File: config.mk
export PLATFORM = sky130hd
export DESIGN_NAME = ip_one_port_ram
export DESIGN_NICKNAME = d
export VERILOG_FILES = /design/src/rtl/ip_one_port_ram_pkg.sv /design/src/rtl/ip_one_port_ram_spram.sv /design/src/rtl/ip_one_port_ram.sv
export SDC_FILE = /design/constraint.sdc
export NUM_CORES = 1
export LEC_CHECK = 0
export ABC_AREA = 1
export CORE_ASPECT_RATIO = 1.25
export CORE_UTILIZATION = 50
export DETAILED_ROUTE_END_ITERATION = 10
export GPL_ROUTABILITY_DRIVEN = 0
export PLACE_DENSITY = 0.67
export SYNTH_ARGS = -nofsm -noshare
export SYNTH_HDL_FRONTEND = slang
export SYNTH_SLANG_ARGS = --single-unit
File: constraint.sdc
create_clock -name sys_clk -period 7.3 [get_ports sys_clk]
set_input_delay 1.095 -clock sys_clk [delete_from_list [all_inputs] [get_ports sys_clk]]
set_output_delay 1.095 -clock sys_clk [all_outputs]
set_load 0.03 [all_outputs]
File: src/rtl/ip_one_port_ram_pkg.sv
// ----------------------------------------------------------------------------
// ip_one_port_ram_pkg
// Shared parameters and types for the self-exercising single-port RAM block.
//   DATA_W      : RAM word width
//   DEPTH       : number of RAM words
//   ADDR_W      : address width, log2(DEPTH)
//   CNT_W       : sequence counter width, spans one write and one read phase
//   PHASE_BOUND : first counter value of the read phase
// ----------------------------------------------------------------------------
package ip_one_port_ram_pkg;

   localparam int unsigned DATA_W      = 8;
   localparam int unsigned DEPTH       = 32;
   localparam int unsigned ADDR_W      = $clog2(DEPTH);
   localparam int unsigned CNT_W       = ADDR_W + 1;
   localparam int unsigned PHASE_BOUND = DEPTH;

   typedef enum logic {
      PH_WRITE = 1'b0,
      PH_READ  = 1'b1
   } phase_t;

   // Pattern stored at each address: the address itself, zero-extended.
   function automatic logic [DATA_W-1:0] addr_pattern(input logic [ADDR_W-1:0] a);
      return DATA_W'(a);
   endfunction

endpackage

File: src/rtl/ip_one_port_ram_spram.sv
// ----------------------------------------------------------------------------
// ip_one_port_ram_spram
// Synchronous single-port RAM, read-first/no-change output register.
// Inferrable as block RAM; can be swapped for a vendor macro.
//   clk     : clock, all activity on rising edge
//   rst     : async active-high reset of the read-data register only
//   wr_en   : write strobe, mem[addr] <= wr_data
//   rd_en   : read strobe, rd_data <= mem[addr] (holds when low)
//   addr    : shared address
//   wr_data : write data
//   rd_data : registered read data, 1-clock latency
// ----------------------------------------------------------------------------
module ip_one_port_ram_spram
   import ip_one_port_ram_pkg::*;
#(
   parameter int unsigned WORD_W = DATA_W,
   parameter int unsigned WORDS  = DEPTH,
   parameter int unsigned AW     = ADDR_W
) (
   input  logic              clk,
   input  logic              rst,
   input  logic              wr_en,
   input  logic              rd_en,
   input  logic [AW-1:0]     addr,
   input  logic [WORD_W-1:0] wr_data,
   output logic [WORD_W-1:0] rd_data
);

   // Array deliberately has no reset so it maps onto block RAM.
   logic [WORD_W-1:0] mem [WORDS];

   always_ff @(posedge clk) begin
      if (wr_en) begin
         mem[addr] <= wr_data;
      end
   end

   always_ff @(posedge clk or posedge rst) begin
      if (rst) begin
         rd_data <= '0;
      end else if (rd_en) begin
         rd_data <= mem[addr];
      end
   end

endmodule

File: src/rtl/ip_one_port_ram.sv
// ----------------------------------------------------------------------------
// ip_one_port_ram
// Self-exercising single-port RAM: a free-running sequencer writes the
// address pattern to every word, reads all words back, and raises a sticky
// error flag on any mismatch. Period is 2*DEPTH clocks, repeating forever.
//   sys_clk     : system clock
//   sys_rst_n   : async reset, ACTIVE HIGH despite the name
//   ram_wr_en   : RAM write strobe (write phase)
//   ram_rd_en   : RAM read strobe (read phase)
//   ram_addr    : RAM address
//   ram_wr_data : RAM write data (address pattern in write phase, else 0)
//   ram_rd_data : registered RAM read data
//   err         : sticky mismatch flag, cleared only by reset
// ----------------------------------------------------------------------------
module ip_one_port_ram
   import ip_one_port_ram_pkg::*;
(
   input  logic              sys_clk,
   input  logic              sys_rst_n,
   output logic              ram_wr_en,
   output logic              ram_rd_en,
   output logic [ADDR_W-1:0] ram_addr,
   output logic [DATA_W-1:0] ram_wr_data,
   output logic [DATA_W-1:0] ram_rd_data,
   output logic              err
);

   logic [CNT_W-1:0]  rw_cnt;
   phase_t            phase;
   logic              chk_en;
   logic [ADDR_W-1:0] chk_addr;

   // Sequence counter: 0..2*DEPTH-1, then wraps.
   always_ff @(posedge sys_clk or posedge sys_rst_n) begin
      if (sys_rst_n) begin
         rw_cnt <= '0;
      end else if (rw_cnt == CNT_W'(2 * DEPTH - 1)) begin
         rw_cnt <= '0;
      end else begin
         rw_cnt <= rw_cnt + CNT_W'(1);
      end
   end

   // Control decode. Strobes are held low while reset is asserted so that
   // no write lands in the array and all outputs read 0 during reset; the
   // first write (addr 0) is issued in the cycle after release.
   always_comb begin
      phase       = (rw_cnt >= CNT_W'(PHASE_BOUND)) ? PH_READ : PH_WRITE;
      ram_wr_en   = 1'b0;
      ram_rd_en   = 1'b0;
      ram_addr    = '0;
      ram_wr_data = '0;
      if (!sys_rst_n) begin
         case (phase)
            PH_WRITE: begin
               ram_wr_en   = 1'b1;
               ram_addr    = rw_cnt[ADDR_W-1:0];
               ram_wr_data = addr_pattern(rw_cnt[ADDR_W-1:0]);
            end
            PH_READ: begin
               ram_rd_en   = 1'b1;
               ram_addr    = ADDR_W'(rw_cnt - CNT_W'(PHASE_BOUND));
            end
            default: ;
         endcase
      end
   end

   ip_one_port_ram_spram #(
      .WORD_W (DATA_W),
      .WORDS  (DEPTH),
      .AW     (ADDR_W)
   ) u_ram (
      .clk     (sys_clk),
      .rst     (sys_rst_n),
      .wr_en   (ram_wr_en),
      .rd_en   (ram_rd_en),
      .addr    (ram_addr),
      .wr_data (ram_wr_data),
      .rd_data (ram_rd_data)
   );

   // Checker: read strobe and address delayed one cycle line up with the
   // registered read data.
   always_ff @(posedge sys_clk or posedge sys_rst_n) begin
      if (sys_rst_n) begin
         chk_en   <= 1'b0;
         chk_addr <= '0;
         err      <= 1'b0;
      end else begin
         chk_en   <= ram_rd_en;
         chk_addr <= ram_addr;
         if (chk_en && (ram_rd_data != addr_pattern(chk_addr))) begin
            err <= 1'b1;
         end
      end
   end

endmodule

# Yosys cells after proc, flatten, opt, wreduce, memory -nomap -nowiden

Memories as Yosys holds them, arrays and structs flattened. A register that Yosys moved wholly into a read port is not among the register bits.
Index checks and enable logic that the tools add are counted.

Word-level logic and storage cells: 25
Input port bits: 2
Memories: 1
Register bits after elaboration: 21
Output and inout port bits: 24
Bits in writable memories: 160

Memories:

| memory    | words | bits a word | rd ports | clocked after memory_dff | write ports | line                        | text |
|---|---|---|---|---|---|---|---|
| u_ram.mem | 32    | 5           | 1        | 1                        | 1           | ip_one_port_ram_spram.sv:30 | `logic [WORD_W-1:0] mem [WORDS];` |

$lt $le $gt $ge: 1
Add/subtract/negate cells: 2
Eq/ne operators: 2
Mux-type cells: 12
Reduce and logical (&&, ||, !) cells: 1
Bitwise operators: 1

Operators with widths:

| operator                                                            | count |
|---|---|
| 5-bit two-way mux                                                   | 3 |
| 5-bit one-hot mux with 2 select lines                               | 1 |
| 8-bit by 5-bit != test with 1-bit output                            | 1 |
| 1-bit two-way mux                                                   | 7 |
| 6-bit by 1-bit adder with 6-bit output (second input constant)      | 1 |
| 6-bit == test (second input constant)                               | 1 |
| 6-bit greater-or-equal comparator (second input constant)           | 1 |
| 6-bit two-way mux                                                   | 1 |
| 5-bit by 1-bit subtractor with 5-bit output (second input constant) | 1 |
| 1-bit logical AND                                                   | 1 |
| 1-bit inverter                                                      | 1 |

# Logic depth before layout (Yosys ltp)

Gate-level depths: netlist (run 1).

Word-level depth: 6
Gate-level depth with buffers: 15
Mapped depth without buffers: 12

# Hierarchy

Synthesis (run 1) repeated with hierarchy kept, for this count alone.

Cells, all modules: 1146
Area total of the unflattened synthesis: 11762.5 um^2

By module, submodules not included:

| module                | area an instance (um^2) | cells an instance | sequential area each (um^2) | instances |
|---|---|---|---|---|
| ip_one_port_ram_spram | 11091.9                 | 1058              | 7887.6                      | 1 |
| ip_one_port_ram       | 670.6                   | 88                | 325.3                       | 1 |

# Least setup slack after synthesis (run 1)

Ideal clock, no wire load.

Path kind: in2reg
Start: input port sys_rst_n
End: memory u_ram.mem[10][0] (netlist bit), enable pin
Data required time: 6958 ps
Stages on the path: 6
Library setup time: 342 ps
Path buffers: 1
Arrival time: 3931 ps
Setup slack: 3027 ps
Cells stage by stage: buf_6 > nor2_1 > inv_1 > nor2_1 > nand2_1 > nor2_1

Longest elaborated chain between the ends: 3
Elaborated cells between the ends (all ways): 4
Those cells by class: mux (4)

Ends and longest elaborated chain:

| element                                 | line                        | text |
|---|---|---|
| start: declaration                      | ip_one_port_ram.sv:19       | `input logic sys_rst_n,` |
| 1-bit two-way mux                       | ip_one_port_ram.sv:53       | `if (!sys_rst_n) begin` |
| net ram_wr_en                           | ip_one_port_ram.sv:20       | `output logic ram_wr_en,` |
| 1-bit two-way mux                       | ip_one_port_ram_spram.sv:33 | `if (wr_en) begin` |
| 1-bit two-way mux (not written as such) | ip_one_port_ram_spram.sv:34 | `mem[addr] <= wr_data;` |
| end: declaration                        | ip_one_port_ram_spram.sv:30 |  |

The timed path passes the listed nets, and every way through them passes these cells.

# Worst setup path in the final report (run 1)

Start: input port sys_rst_n
End: output port ram_wr_data[2]

Longest elaborated chain between the ends: 1

Ends and longest elaborated chain:

| element           | line                  | text |
|---|---|---|
| 5-bit two-way mux | ip_one_port_ram.sv:53 |  |
| end: declaration  | ip_one_port_ram.sv:23 | `output logic [DATA_W-1:0] ram_wr_data,` |

No other way between the ends.

==> results.cfg, run 1 <==
[status]
outcome = finished, violations left
violations = DRC

[critical_path]
cp_max_fo = 21
worst_setup_path_start_kind = primary input
cp_common_cell = clkdlybuf4s50_1
path_class = in2out
worstPathRequired_ns = 6.20
cpPeakStageDelay_ns = 0.77
cp.arrival_ns = 4.22
crit_chain = clkdlybuf4s50_1, nor2_1, inv_1, nor2_2, buf_4, clkdlybuf4s50_1
critPathBufInv = 4
endpoint_kind = output port
crit_family = buffers and inverters
slowest_stage = nor2_2

[floorplan]
die-width_um = 112
io_pins = 26
row_count = 49
fp.dieH_um = 140
start_util_pct = 51.9
core_area_um2 = 14600
die-area_um2 = 15600

[power]
finalPower_w = 0.00210
powerDensity_nw_per_um2 = 248
leakagePower_nw = 3.29
vdd_drop_max_mv = 0.139

[cts]
cts_root_buf = clkbuf_16
cts_buffer_depth = 2
cts-resized-gates = 0
cts_buffers = 17
cts_hold_buf = 0
clk_pin_slew_ns = 0.07
cts_tree = done
cts_setup_buffers = 0
cts.sinks = 178
clk_latency_ns = 0.44
htree_num_levels = 4

[sta]
hold_violations = 0
fin_tns_setup_ns = 0
period_share_pct = 72.8
setup_viol = 0
slew_headroom_pct = 34.4
fin_worst_skew_ns = 0.00885
whs_ns = 0.467
period_minus_slack_ns = 5.31
drv_slew = 0
grt_setup_unrepaired = false
fmax_mhz = 188
worstMarginPinSlew_ns = 0.981

[placement]
dp_cells = 883
post_dp_cell_area_um2 = 7850
hpwl_um = 11400
io_buffers = 19

[grt]
grt_start_max_net_pins = 57
grt_overflow_total = 0
antenna_found_initial = 0
grt_usage_pct = 24.9
first_global_vias = 5087
grt_pass1_wl_um = 28600

[routing]
drcViolationCount = 3
routed-via-count = 5203
wire_per_inst_um = 20.0
drt-total-wl_um = 18300
drt_iter0_drc = 682
vias_per_cell = 5.69
ant_nets = 0
first_pass_iters = 10

[cells_and_area]
antenna_cells = 0
final_common_cell = nand2_1
final-instance-count-excl-fill = 915
stdcell_area_um2 = 8450
syn2layout_area_growth_pct = 11.7
drive_gt1_share_pct = 8.01
layout_common_cells = nand2_1, edfxtp_1, nor2_1
nets = 728
fillers = 1188

[synth]
avgSynthCellArea_um2 = 10.7
syn_inst = 705
ys_ff_latch = 178
seq_area_frac_synth_pct = 69.5
synth_cell_types = 27
yosys_warnings = 0
syn_area_um2 = 7570

[job]
cap_violations = 0

[min_path]
hold_class = reg2reg
[power by group]
part	internal (W)	switching, W
logic	0.0000207	0.0000518
clock network	0.000529	0.000397
registers	0.00110	0.00000262
total	0.00165	0.000452
[routing by layer]
layer  up-vias  part of all wire (%)  track usage, %
met2       271                    48            39.8
met5         -                     0               0
met1      2493                    39            32.2
li1       2381                     -               -
met4         0                   4.4            13.1
met3        58                   8.9            5.36
[final cells by class]
class	count	area (um2)	share of cell area, %
flip-flops and latches	178	5260	62.2
clock inverters	12	145	1.72
inverters	23	88.8	1.05
well taps	178	223	2.64
clock buffers	20	457	5.41
repair buffers	26	243	2.87
multi-input cells	478	2040	24.1
[synthesized netlist by cell type]
master	n	area, um2
nand2_1	300	1130
edfxtp_1	160	4800
nor2_1	72	270
nand3_1	56	280
inv_1	19	71.3
dfrtp_1	18	450
nand4_1	12	75.1
buf_4	11	82.6
buf_2	10	50.1
a21oi_1	7	35.0
buf_6	6	67.6
nor2_4	6	67.6
clkbuf_1	4	15.0
inv_2	3	11.3
xor2_1	3	26.3
ha_1	2	25.0
nand2_4	2	22.5
nor2_2	2	12.5
nor3_1	2	10.0
o22ai_1	2	12.5
or2_2	2	12.5
a31oi_1	1	6.26
conb_1	1	3.75
inv_4	1	6.26
o211ai_1	1	7.51
o21ai_0	1	5.00
o41ai_1	1	8.76
[sequential cells by signal (all words and copies together), names as in the netlist]
register,count
chk_addr,5
u_ram.rd_data,5
err,1
u_ram.mem,160
chk_en,1
rw_cnt,6
[through the flow]
| stage | setup slack (ns) | util [%] |
|---|---|---|
| after floorplan | 3.03 | - |
| after global placement | 2.16 | 53.8 |
| after detailed placement | 2.06 | 53.8 |
| after CTS | 2.03 | 57.9 |
| after global routing | 1.88 | 57.9 |
| final | 1.99 | 57.9 |
[cell families (layout without fill, tap and decap cells)]
logic type,after synthesis,in the layout,synth area share [%]
xor gates and xnor gates,3,3,0.347
DFF,178,178,69.5
adders and majority gates,2,2,0.331
and+or+nand+nor,454,454,24.8
buffers and inverters,54,81,4.02
AOI/OAI and AO/OA,13,13,0.992
other,1,6,0.0496
[worst paths after layout]
kind | from | to | slack, ns | cells after the start
max in group asynchronous | sys_rst_n | rw_cnt[2] | 5.41 | 2
setup / recovery | sys_rst_n | ram_wr_data[2] | 1.99 | 6
hold reg to reg | err | err | 0.47 | 2
setup reg to reg | rw_cnt[5] | u_ram.mem[6][2] | 4.26 | 6
hold / removal | err | err | 0.47 | 2
min in group asynchronous | sys_rst_n | rw_cnt[1] | 1.52 | 2
[worst reg2reg max path: cells and delay by family, from the launching register on]
kind	cells	cell delay [ns]
buf+inv	2	0.62
flops	1	0.46
simple gates	4	1.61
Power figures use the tool's default switching activity.
==> inputs of run 2 (changes only) <==
--- a/config.mk
+++ b/config.mk
@@ -10,7 +10,7 @@
 export CORE_UTILIZATION = 50
 export DETAILED_ROUTE_END_ITERATION = 10
 export GPL_ROUTABILITY_DRIVEN = 0
-export PLACE_DENSITY = 0.67
+export PLACE_DENSITY = 0.7
 export SYNTH_ARGS = -nofsm -noshare
 export SYNTH_HDL_FRONTEND = slang
 export SYNTH_SLANG_ARGS = --single-unit
==> constraint.sdc (replaced) <==
create_clock -name sys_clk -period 4.3 [get_ports sys_clk]
set_input_delay 0.645 -clock sys_clk [delete_from_list [all_inputs] [get_ports sys_clk]]
set_output_delay 0.645 -clock sys_clk [all_outputs]
set_load 0.03 [all_outputs]
==> run 2 against run 1 <==
Effect of this change: the run still ends with DRC left; critical endpoint is now ram_addr[2]; setup slack worse by 0.98 ns; critical path depth is 2 lower; clock power is 70% higher; sequential power is 70% higher; hold slack worse by 0.0023 ns; die area stayed put; flip-flop and latch count stayed put; non-clock buffer count is 8 higher; global-route usage is 0.30 points higher; power is 70% higher; largest cell class unchanged; largest power group unchanged.
==> results.cfg, run 2 (synthesis results as in run 1) <==
[routing]
ant_nets = 0
wl_met3_um = 1640
drcViolationCount = 1
top_layer_used = met4
routed-via-count = 5278
wl_met2_um = 9020
wire_per_inst_um = 19.8
wl_met1_um = 6980
first_pass_iters = 10
drt_iter0_drc = 544
vias_per_cell = 5.72
drt-total-wl_um = 18300

[grt]
grt_pass1_wl_um = 29000
first_global_vias = 5332
antenna_found_initial = 0
grt_start_max_net_pins = 56
grt_overflow_total = 0
grt_usage_pct = 25.2

[cts]
clk_latency_ns = 0.44
cts_setup_buffers = 0
clk_pin_slew_ns = 0.07
cts_buffer_depth = 2
cts-resized-gates = 0
cts_buffers = 17
cts_hold_buf = 0
cts.sinks = 178
cts_root_buf = clkbuf_16
htree_num_levels = 4
cts_tree = done

[cells_and_area]
largest_reg_flops = 160
final_common_cell = nand2_1
final-instance-count-excl-fill = 923
nets = 736
syn2layout_area_growth_pct = 12.5
layout_common_cells = nand2_1, edfxtp_1, nor2_1
reg_top3 = u_ram.mem: 160 flops, rw_cnt: 6 flops
antenna_cells = 0
largest_register = u_ram.mem
drive_gt1_share_pct = 8.99
stdcell_area_um2 = 8510

[placement]
io_buffers = 19
dp_cells = 891
post_dp_cell_area_um2 = 7910
hpwl_um = 11600

[sta]
slew_headroom_pct = 58.8
hold_violations = 0
fin_worst_skew_ns = 0.0116
period_share_pct = 76.5
grt_setup_unrepaired = false
period_minus_slack_ns = 3.29
fin_tns_setup_ns = 0
setup_viol = 0
fmax_mhz = 304
drv_slew = 0
worstMarginPinSlew_ns = 0.618

[critical_path]
cp_common_cell = clkdlybuf4s50_1
path_class = in2out
endpoint_kind = output port
crit_family = buffers and inverters
worst_setup_path_start_kind = primary input
worstPathRequired_ns = 3.65
slowest_stage = clkdlybuf4s50_1
crit_chain = clkdlybuf4s50_1, buf_4, nor2_2, clkdlybuf4s50_1
critPathBufInv = 3
cp_max_fo = 11
cpPeakStageDelay_ns = 0.79
cp.arrival_ns = 2.65

[power]
clock_power_share_pct = 44.2
leakagePower_nw = 3.34
p_int_w = 0.00282
swShare_pct = 21.1
powerDensity_nw_per_um2 = 420
comb_power_share_pct = 3.5
netSwitchingPower_w = 0.000753
vdd_drop_max_mv = 0.259
pwr-share-seq_pct = 52.3
finalPower_w = 0.00357

[floorplan]
fp.dieH_um = 140
row_count = 49
io_pins = 26
start_util_pct = 51.9
core_area_um2 = 14600
die-area_um2 = 15600
die-width_um = 112

[job]
cap_violations = 0

[min_path]
hold_class = reg2reg

[status]
outcome = finished, violations left
violations = DRC
==> run 2: cell count changes in the layout (fill, tap and decap cells not counted) <==
cell | previous run | this run
inv_6 | 5 | 6
clkinv_4 | 3 | 1
buf_4 | 7 | 15
clkbuf_1 | 1 | 0
clkbuf_8 | 2 | 0
clkinvlp_4 | 2 | 1
bufinv_16 | 2 | 3
clkinv_1 | 0 | 1
clkinv_2 | 0 | 3
==> run 2: metrics by stage <==
step           util, %  worst slack (ns)  hold WS, ns
2_1_floorplan        -             0.477        0.428
3_5_place_dp      54.2              1.10        0.453
4_1_cts           58.3              1.09        0.470
3_3_place_gp      54.2              1.10        0.448
6_report          58.3              1.01        0.464
5_1_grt           58.3              1.02        0.513
==> run 2: final cells by class <==
type / instances / area, um2
Multi-Input combinational cell: 478 / 2040
Inverter: 23 / 88.8
Sequential cell: 178 / 5260
Clock inverter: 15 / 178
Fill cell: 1181 / 6080
Tap cell: 178 / 223
Timing Repair Buffer: 34 / 303
Clock buffer: 17 / 425
==> run 2: tightest hold or removal path, cell delays in order, from the launching register on <==
cell and delay, ns:
dfrtp_1 0.34, inv_1 0.04, nand2_1 0.05
==> run 2: worst paths after layout <==
check                           from  slack [ns]                to  depth (start not counted)
min in group asynchronous  sys_rst_n        0.68         rw_cnt[1]                          3
min reg2reg                      err        0.46               err                          2
max in group asynchronous  sys_rst_n        2.96  u_ram.rd_data[0]                          4
max                        sys_rst_n        1.01       ram_addr[2]                          4
max reg2reg                rw_cnt[2]        1.79  u_ram.rd_data[1]                          9
min                              err        0.46               err                          2
==> run 2: power groups by stage <==
stage / registers (W) / clock network (W) / logic (W)
after floorplan: 0.00191 / 0 / 0.0000885
after global placement: 0.00190 / 0 / 0.000123
after detailed placement: 0.00191 / 0 / 0.000125
after CTS: 0.00187 / 0.00159 / 0.000126
after global routing: 0.00187 / 0.00165 / 0.000140
final: 0.00187 / 0.00158 / 0.000126
==> run 2: metal layers <==
| metal | up-vias | track usage, % |
|---|---|---|
| met2 | 300 | 41.9 |
| li1 | 2394 | - |
| met1 | 2532 | 31.6 |
| met3 | 52 | 4.75 |
| met4 | 0 | 13.1 |
| met5 | - | 0 |
==> inputs of run 3 (changes only) <==
==> constraint.sdc (replaced) <==
create_clock -name sys_clk -period 2.6 [get_ports sys_clk]
set_input_delay 0.39 -clock sys_clk [delete_from_list [all_inputs] [get_ports sys_clk]]
set_output_delay 0.39 -clock sys_clk [all_outputs]
set_load 0.03 [all_outputs]
==> run 3 against run 2 <==
Effect of this change: critical endpoint is now ram_wr_en; count of clock-buffer cells in the layout is the same; non-clock buffer count is 47 higher; critical path depth unchanged; the flow still finishes with violations (DRC); global-route usage rose by 0.72 points.
==> results.cfg, run 3 (synthesis results as in run 1) <==
[status]
outcome = finished, violations left
violations = DRC

[grt]
grt_pass1_wl_um = 29800
grt_overflow_total = 0
grt_start_max_net_pins = 41
first_global_vias = 5463
grt_usage_pct = 26.0
antenna_found_initial = 0

[cts]
cts.sinks = 178
cts_buffers = 17
clk_latency_ns = 0.43
clk_pin_slew_ns = 0.07
cts_root_buf = clkbuf_16
cts_buffer_depth = 2
htree_num_levels = 4
cts_tree = done

[cells_and_area]
final_common_cell = nand2_1
post-route-util_pct = 60.8
stdcell_area_um2 = 8860
largest_register = u_ram.mem
drive_gt1_share_pct = 15.7
reg_top3 = u_ram.mem: 160 flops, rw_cnt: 6 flops
syn2layout_area_growth_pct = 17.2
largest_reg_flops = 160
nets = 783
final-instance-count-excl-fill = 969
layout_common_cells = nand2_1, edfxtp_1, buf_4
antenna_cells = 0

[critical_path]
worst_setup_path_start_kind = primary input
path_class = in2out
cp_common_cell = clkdlybuf4s50_1
endpoint_kind = output port
reg2reg_slack_ns = 0.45
crit_chain = clkdlybuf4s50_1, nor2_2, buf_4, clkdlybuf4s50_1
worstPathRequired_ns = 2.21
cpPeakStageDelay_ns = 0.67
slowest_stage = clkdlybuf4s50_1
cp.arrival_ns = 2.11
cp_max_fo = 8

[sta]
setup_ws_ns = 0.0988
fmax_mhz = 400
period_minus_slack_ns = 2.50
worstMarginPinSlew_ns = 0.520
fin_worst_skew_ns = 0.0100
grt_setup_unrepaired = false
setup_viol = 0
slew_headroom_pct = 65.3
period_share_pct = 96.2
hold_violations = 0
drv_slew = 0

[floorplan]
row_count = 49
core_area_um2 = 14600
die-width_um = 112
start_util_pct = 51.9
die-area_um2 = 15600
io_pins = 26
fp.dieH_um = 140

[routing]
drt_iter0_drc = 552
first_pass_iters = 9
drcViolationCount = 4
vias_per_cell = 5.67
wire_per_inst_um = 19.6
ant_nets = 0
drt-total-wl_um = 19000
routed-via-count = 5491

[min_path]
hold_class = reg2reg

[job]
cap_violations = 0

[placement]
dp_slack_ns = -0.0467
post_dp_cell_area_um2 = 8290
dp_cells = 938
io_buffers = 19
hpwl_um = 12700

[power]
vdd_drop_max_mv = 0.459
finalPower_w = 0.00582
powerDensity_nw_per_um2 = 656
leakagePower_nw = 3.60
[run 3: cell count changes in the layout (fill, tap and decap cells not counted), sizes merged]
cell           previous run  this run
clkinv                    5         3
dlymetal6s2s              0         1
bufinv                    3         2
buf                      15        72
inv                      29        28
clkinvlp                  1         4
clkdlybuf4s50            19         8
[run 3: area by class of cell]
cell class	instances	area, um2
Tap cell	178	223
Inverter	23	88.8
Fill cell	1117	5730
Timing Repair Buffer	81	671
Clock buffer	17	425
Sequential cell	178	5260
Clock inverter	14	151
Multi-Input combinational cell	478	2050
[run 3: repair_timing]
item                       CTS  global route
gates resized for setup      0             1
hold buffers                 0             0
buffers inserted             0             0
setup endpoints to repair    0             1
hold endpoints to repair     0             0
[run 3: per-stage QoR]
| step | setup TNS (ns) | hold slack [ns] |
|---|---|---|
| final | 0 | 0.477 |
| after global routing | 0 | 0.531 |
| after CTS | 0 | 0.485 |
| after detailed placement | -0.348 | 0.470 |
| after global placement | 0 | 0.440 |
| after floorplan | -11.02 | 0.428 |
[run 3: where the power goes]
| part | switching, W | total (W) | internal, W | leakage, nW |
|---|---|---|---|---|
| Sequential | 0.00000857 | 0.00309 | 0.00308 | 1.70 |
| Clock | 0.00109 | 0.00250 | 0.00142 | 0.271 |
| Combinational | 0.000152 | 0.000226 | 0.0000733 | 1.63 |
[run 3: worst paths after layout]
kind	start	to	depth (start not counted)
hold / removal	chk_en	err	2
hold reg to reg	chk_en	err	2
setup reg to reg	rw_cnt[0]	u_ram.rd_data[4]	12
setup / recovery	sys_rst_n	ram_wr_en	4
min in group asynchronous	sys_rst_n	rw_cnt[0]	3
max in group asynchronous	sys_rst_n	rw_cnt[4]	3
[run 3: worst max-delay path, delay by kind of cell]
family                 cells  cell delay (ns)
and+or+nand+nor            1             0.23
buffers and inverters      3             1.48
[run 3: metal layers]
metal	GRT usage, %	wire, um
met4	10.8	559
met1	32.4	7310
met3	5.44	1510
met5	0	0
met2	44.0	9640
